[config.mk]
export PLATFORM = sky130hd
export DESIGN_NAME = up_counter_mod_flat
export DESIGN_NICKNAME = d
export VERILOG_FILES = /design/src/rtl/up_counter_mod_pkg.sv /design/src/rtl/up_counter_mod_if.sv /design/src/rtl/up_counter_mod.sv /design/src/flat_wrapper.sv
export SDC_FILE = /design/constraint.sdc
export NUM_CORES = 1
export LEC_CHECK = 0
export ABC_CLOCK_PERIOD_IN_PS = 4700
export CAP_MARGIN = 20
export CORE_AREA = 2 2 39 41
export DETAILED_ROUTE_END_ITERATION = 10
export DIE_AREA = 0 0 41 43
export GPL_ROUTABILITY_DRIVEN = 0
export MAX_ROUTING_LAYER = met4
export SYNTH_ARGS = -nofsm -noshare
export SYNTH_HDL_FRONTEND = slang
export SYNTH_SLANG_ARGS = --single-unit
[constraint.sdc]
create_clock -name clock -period 4.7 [get_ports clock]
set_clock_uncertainty 0.15 [all_clocks]
set_input_delay 0.94 -clock clock [delete_from_list [all_inputs] [get_ports clock]]
set_output_delay 0.94 -clock clock [all_outputs]
set_load 0.05 [all_outputs]
[src/rtl/up_counter_mod_pkg.sv]
`default_nettype none
// ============================================================================
// Module   : up_counter_pkg
// Purpose  : Shared FSM state encoding and default-terminal helper for the
//            modulo up-counter.
// Revision : 1.0  initial release
// ============================================================================
package up_counter_pkg;

    // One bit is enough: the counter is either counting or parked at MAX.
    localparam logic [0:0] ST_RUN  = 1'b0;
    localparam logic [0:0] ST_DONE = 1'b1;

    // Default terminal value for an n-bit counter: the full binary range.
    function automatic int default_max(input int n);
        return (1 << n) - 1;
    endfunction

endpackage : up_counter_pkg
`default_nettype wire

[src/rtl/up_counter_mod_if.sv]
`default_nettype none
// ============================================================================
// Module   : up_counter_mod_if
// Purpose  : Control/status bundle between a counter user (master) and the
//            modulo up-counter (slave). Clock and reset travel separately.
// Revision : 1.0  initial release
// ============================================================================
interface up_counter_mod_if #(
    parameter int N = 3
);

    logic         enable;
    logic         load;
    logic [N-1:0] load_value;
    logic         clear;
    logic [N-1:0] count;
    logic         terminal;
    logic         wrap_pulse;
    logic         done;
    logic         overflow;

    modport master (
        output enable,
        output load,
        output load_value,
        output clear,
        input  count,
        input  terminal,
        input  wrap_pulse,
        input  done,
        input  overflow
    );

    modport slave (
        input  enable,
        input  load,
        input  load_value,
        input  clear,
        output count,
        output terminal,
        output wrap_pulse,
        output done,
        output overflow
    );

endinterface : up_counter_mod_if
`default_nettype wire

[src/rtl/up_counter_mod.sv]
`default_nettype none
// ============================================================================
// Module   : up_counter_mod
// Purpose  : Modulo up-counter (0..MAX) with synchronous clear/load/enable,
//            terminal decode, registered wrap pulse, optional one-shot stop
//            and sticky load-overflow flag.
// Revision : 1.0  initial release
// ============================================================================
module up_counter_mod
    import up_counter_pkg::*;
#(
    parameter int N        = 3,
    parameter int MAX      = default_max(N),
    parameter int ONE_SHOT = 0
) (
    input  wire logic        clock,
    input  wire logic        reset,
    up_counter_mod_if.slave  bus
);

    // Terminal value held at the counter's own width so every compare stays N bits.
    localparam logic [N-1:0] MAX_VAL = N'(MAX);

    logic [0:0]   r_state;
    logic [N-1:0] r_count;
    logic         r_wrap;
    logic         r_ovf;

    logic [0:0]   w_state_next;
    logic [N-1:0] w_count_next;
    logic         w_wrap_next;
    logic         w_ovf_next;

    // State register: reset dominates everything and acts without a clock edge.
    always_ff @(posedge clock or posedge reset) begin
        if (reset) begin
            r_state <= ST_RUN;
            r_count <= '0;
            r_wrap  <= 1'b0;
            r_ovf   <= 1'b0;
        end else begin
            r_state <= w_state_next;
            r_count <= w_count_next;
            r_wrap  <= w_wrap_next;
            r_ovf   <= w_ovf_next;
        end
    end

    // Next-state logic: clear beats load beats enable; otherwise hold.
    always_comb begin
        w_state_next = r_state;
        w_count_next = r_count;
        w_wrap_next  = 1'b0;
        w_ovf_next   = r_ovf;
        if (bus.clear) begin
            w_state_next = ST_RUN;
            w_count_next = '0;
            w_ovf_next   = 1'b0;
        end else if (bus.load) begin
            if (bus.load_value > MAX_VAL) begin
                // Out-of-range loads clamp to MAX; a one-shot is then already finished.
                w_count_next = MAX_VAL;
                w_ovf_next   = 1'b1;
                w_state_next = (ONE_SHOT != 0) ? ST_DONE : ST_RUN;
            end else begin
                w_count_next = bus.load_value;
                w_state_next = ST_RUN;
            end
        end else if (bus.enable && (r_state == ST_RUN)) begin
            if (r_count == MAX_VAL) begin
                if (ONE_SHOT != 0) begin
                    w_state_next = ST_DONE;
                end else begin
                    w_count_next = '0;
                    w_wrap_next  = 1'b1;
                end
            end else begin
                w_count_next = r_count + 1'b1;
            end
        end
    end

    // Outputs: all flags come straight from registers; terminal is a pure decode of count.
    always_comb begin
        bus.count      = r_count;
        bus.terminal   = (r_count == MAX_VAL);
        bus.wrap_pulse = r_wrap;
        bus.done       = (r_state == ST_DONE);
        bus.overflow   = r_ovf;
    end

endmodule : up_counter_mod
`default_nettype wire

[src/flat_wrapper.sv]
// flat-port wrapper written by rule: the top's interface ports become plain ports
module up_counter_mod_flat import up_counter_pkg::*;
#(
    parameter int N        = 3,
    parameter int MAX      = default_max(N),
    parameter int ONE_SHOT = 0
)
  (clock, reset, bus_enable, bus_load, bus_load_value, bus_clear, bus_count, bus_terminal, bus_wrap_pulse, bus_done, bus_overflow);
  up_counter_mod_if #(.N(N)) bus_i ();
  input  wire logic clock;
  input  wire logic reset;
  input wire logic [$bits(bus_i.enable)-1:0] bus_enable;
  input wire logic [$bits(bus_i.load)-1:0] bus_load;
  input wire logic [$bits(bus_i.load_value)-1:0] bus_load_value;
  input wire logic [$bits(bus_i.clear)-1:0] bus_clear;
  output wire logic [$bits(bus_i.count)-1:0] bus_count;
  output wire logic [$bits(bus_i.terminal)-1:0] bus_terminal;
  output wire logic [$bits(bus_i.wrap_pulse)-1:0] bus_wrap_pulse;
  output wire logic [$bits(bus_i.done)-1:0] bus_done;
  output wire logic [$bits(bus_i.overflow)-1:0] bus_overflow;
  assign bus_i.enable = bus_enable;
  assign bus_i.load = bus_load;
  assign bus_i.load_value = bus_load_value;
  assign bus_i.clear = bus_clear;
  assign bus_count = bus_i.count;
  assign bus_terminal = bus_i.terminal;
  assign bus_wrap_pulse = bus_i.wrap_pulse;
  assign bus_done = bus_i.done;
  assign bus_overflow = bus_i.overflow;
  up_counter_mod #(.N(N), .MAX(MAX), .ONE_SHOT(ONE_SHOT)) u_core (.clock(clock), .reset(reset), .bus(bus_i));
endmodule
== Word-level counts from Yosys, hierarchy flattened ==
Index checks and enable logic that the tools add are counted.

* Register bits: 6
* Latch bits: 0
* Memory bits (writable): 0
* Bits in read-only memories: 0
* Output and inout bits: 7
* Logic and storage cells: 27
* Memories kept: 0

* $add $sub $neg: 1
* $mul: 0
* Div/mod/pow operators: 0
* Order comparisons: 1
* Equality and inequality tests: 1
* Shifts and indexed selects: 0
* Mux-type cells: 14
* Bitwise logic cells: 1
* Reduce and logical (&&, ||, !) cells: 5

{| class="wikitable"
|+ Operators with widths
! operator !! count
|-
| two-way mux 3 bit || 5
|-
| two-way mux 1 bit || 9
|-
| nonzero test 2 bit || 2
|-
| adder 3 x 1 -> 3 bit (second input constant) || 1
|-
| == test 3 bit (second input constant) || 1
|-
| > comparator 3 bit (second input constant) || 1
|-
| nonzero test 3 bit || 1
|-
| AND reduction 2 bit || 1
|-
| logical AND 1 bit || 1
|-
| inverter 1 bit || 1
|}

== Longest topological paths before layout ==
* Depth in word-level cells: 5
* Mapped depth: 4
* Depth with buffers taken out: 4

== Least setup slack after synthesis ==
OpenSTA, ideal clock, no wires.

* Path type: register to output
* Start: register u_core.r_count[0] (netlist: u_core.bus.count[0])
* End: output bus_terminal
* Arrival time: 1.331 ns
* Setup slack: 2.279 ns
* Stages on the path, launching flop included: 3
* Path buffers: 0
* Cells stage by stage: dfrtp_1 -> ha_1 -> ha_1

* Word-level cells in the longest chain between the ends: 1

{| class="wikitable"
|+ RTL lines
! item !! RTL line !! source
|-
| start, declared || up_counter_mod.sv:25 || <nowiki>logic [N-1:0] r_count;</nowiki>
|-
| start signal, assigned || up_counter_mod.sv:43 || <nowiki>r_count <= w_count_next;</nowiki>
|-
| == test 3 bit || up_counter_mod.sv:86 || <nowiki>bus.terminal = (r_count == MAX_VAL);</nowiki>
|-
| end, declared || flat_wrapper.sv:17 || <nowiki>output wire logic [$bits(bus_i.terminal)-1:0] bus_terminal;</nowiki>
|}

Every way passes these cells.

== Worst setup path in the final report ==
Ends and elaborated chain as after synthesis.

==> run summary <==
The flow ran to the end, and the final reports show no timing, DRC or antenna violations. The top cell type by area accounts for between 40% and 50% of the synthesized area. Detailed routing inserted a total of 215 vias.

The maximum VDD drop is about 0.00016 V. For this run, the number of Yosys warnings is 0. Broken down by cell family, the worst path's largest delay share belongs to buffers and inverters. The clock insertion delay at the later pin of the skew report came out at ~0.24 ns.

In this run the worst hold path is classified as reg -> reg. The worst setup path is of the reg -> out kind. Power spread over the standard cell area amounts to 285 nW/µm². The total congestion overflow after global routing is 0. By area, the combinational part of the netlist is dominated by simple AND/OR/NAND/NOR gates. In this run the worst path has a maximum fanout of 4. The residual antenna-violating net count after detailed routing is 0. The register clock-pin slew on the reported worst setup and hold paths came out at around 0.040 ns. The initial utilization of the core area, before any placement, comes to between 15 and 20%. The share of post-route cells with drive strength above 1 is about a tenth. The die footprint came out at between 1500 and 2000 µm². The fraction of the mapped netlist area in simple logic gates came out at about a fifth. By area the synthesized netlist is led by dfrtp_1, ha_1, nor2b_1. The post-route DRC violation count is 0. In the final routed layout, each cell accounts on average for approximately 10 µm. The remaining max-slew budget at the tightest pin is about two thirds. The number of top-level pins is 15.

Dividing the detail-routed via count by the number of cells gives 3.91. From synthesis to final layout, the design area changed by 62.8%. The arrival time of the worst setup path is roughly 1.8 ns. The die is 43 µm tall.

The nature of the critical path endpoint is an output port. The data required time at the worst endpoint came out at between 3 and 4 ns. The number of global-route vias before repair is between 200 and 250.

The per-instance average area after synthesis came out at about 12 µm². The cell that appears most often on the critical path is ha_1. For this run, the post-layout net count is 50. The share of the synthesized netlist area taken by xor and xnor gates is 0%. Clock tree synthesis found a total of 5 sinks. The largest total area in the synthesized netlist belongs to dfrtp_1. At the pin with the least slew margin, the transition time is 0.497 ns. After layout, the worst path uses between 60% and 70% of the clock period. The core outline area came out at ~1400 µm². The first-pass GRT wire length is roughly 870 µm. The post-cts repair resize count is 0. Timing would allow up to 0.352 GHz. The number of unique standard cell types used by synthesis came out at 12.

Timing analysis after detailed placement gives a worst setup slack of 2.09 ns. The post-synthesis mux area share is under 10%. The worst setup path is launched from a flip-flop. The number of cells on the worst reg-to-reg path is 4.

The fraction of the mapped netlist area in adder cells came out at under 10%. TritonCTS built the clock tree. The maximum number of pins on one net before global-route repair came out at 6. The signal on the critical path passes through ha_1 > ha_1 > clkdlybuf4s50_1. The post-synthesis instance total is 23.

The worst setup slack after layout came out at 1.86 ns. The leakage component of the power is a little under 0.2 nW. The final layout contains routed wiring with a total length of 537 µm. Synthesis produced a netlist with a net count of 33. The number of buffers created by CTS came out at 3.

The synthesized netlist occupies a cell area of approximately 270 µm². The critical path crosses 3 cells after its start point. Counting instances, the worst hold path has a depth of 1. The time the final worst path needs with I/O delays and setup is between 2 and 3 ns. The number of I/O port buffers is 13. The buffer depth of the longest clock path came out at 2. The sum of internal, switching and leakage power came out at approximately 120 µW.

The first-pass iteration count of the detailed router is 2. The max-capacitance violation count is 0. The number of placement rows is 14.

The library cell contributing the largest single delay on the critical path is clkdlybuf4s50_1. The number of violations reported at the end of detailed-routing iteration 0 came out at 2. Across every metal layer, demand over resource in global routing totals 8.39%. The number of antenna violations at the first check in global routing is 0. The horizontal die dimension came out at slightly above 40 µm.

The final count of hold timing violations is 0. Setup repair after global routing left no endpoint under its margin. The number of buffers and inverters on the critical path came out at 1.

The count of final setup violators is 0. The root cell of the clock tree is clkbuf_4. 0 antenna diodes ended up in the layout. The total of hold buffers inserted after clock tree synthesis is 0.

The number of post-CTS setup repair buffers is 0. On the worst path, the slowest cell contributes a delay of about 0.80 ns. The number of slew-limit violations in the final report came out at 0. Summing the areas of all compound-gate instances in the mapped netlist gives between 10% and 20% of the synthesized area. Cells fill 31.6% of the core in the end. The summed negative setup slack over all endpoints came out at 0 ns. The flip-flop and latch count after synthesis came out at 5. The layout has 148 filler cells. The sequential fraction of the synthesis area is a little under half.

The number of H-tree levels came out at 1.
-- synth_stat cells --
master    instances
mux2i_1           2
buf_4             1
a211oi_1          2
inv_1             2
nand2b_1          1
ha_1              2
a311oi_2          1
dfrtp_1           5
nor2b_1           4
nor4bb_1          1
or3b_1            1
conb_1            1
-- final timing paths --
path | end | slack (ns) | start
min reg2reg | u_core.bus.overflow | 0.35 | u_core.bus.overflow
min in group asynchronous | u_core.bus.overflow | 0.75 | reset
min | u_core.bus.overflow | 0.35 | u_core.bus.overflow
max reg2reg | u_core.bus.count[0] | 3.05 | u_core.bus.count[0]
max in group asynchronous | u_core.bus.count[1] | 3.48 | reset
max | bus_terminal | 1.86 | u_core.bus.count[0]
-- power breakdown --
group          total (mW)  leakage (nW)  switching (mW)  internal, mW
Clock              0.0479        0.0150          0.0159        0.0320
Sequential         0.0473        0.0666         0.00200        0.0453
Combinational      0.0295         0.115          0.0164        0.0131
-- worst register-to-register path: stages (launching register included) --
cell and delay (ns):
dfrtp_1 0.40, ha_1 0.21, ha_1 0.19, or3b_1 0.37, a311oi_2 0.23
-- sequential cells by signal, indices dropped and copies added, names as in the netlist --
name	count
u_core.bus.wrap_pulse	1
u_core.bus.overflow	1
u_core.bus.count	3
-- kinds of logic after synthesis --
logic type / count (synthesis)
AOI/OAI and AO/OA: 3
muxes: 2
adders and majority gates: 2
buffers and inverters: 3
DFF: 5
other: 1
and+or+nand+nor: 7
-- layer usage --
layer / track usage [%] / wire [µm] / vias to the layer above
met5: - / 0 / -
met1: 8.52 / 253 / 93
met2: 11.6 / 220 / 11
li1: - / - / 111
met4: 2.00 / 0 / 0
met3: 7.85 / 62 / 0
-- per-stage QoR --
step                      cell area (µm²)  instances  hold slack [ns]
after detailed placement              412         51            0.354
final                                 438         55            0.352
after floorplan                       269         23            0.569
after CTS                             438         55            0.364
after global placement                412         51            0.347
after global routing                  438         55            0.389
-- cell usage in the layout, fill, tap and decap left out --
cell type,netlist,layout
clkbuf_1,0,1
nand2b_1,1,1
a211oi_1,2,2
nor2b_1,4,4
a311oi_2,1,1
mux2i_1,2,2
conb_1,1,1
dfrtp_1,5,5
clkdlybuf4s50_1,0,13
inv_1,2,2
nor4bb_1,1,1
or3b_1,1,1
clkbuf_4,0,3
ha_1,2,2
-- area by class of cell --
| class | count | area, µm² | area share, % |
|---|---|---|---|
| Timing Repair Buffer | 13 | 130 | 29.7 |
| Multi-Input combinational cell | 15 | 129 | 29.4 |
| Sequential cell | 5 | 125 | 28.6 |
| Clock buffer | 4 | 26.3 | 6.00 |
| Tap cell | 16 | 20.0 | 4.57 |
| Inverter | 2 | 7.51 | 1.71 |
(Power assumes the default switching activity.)
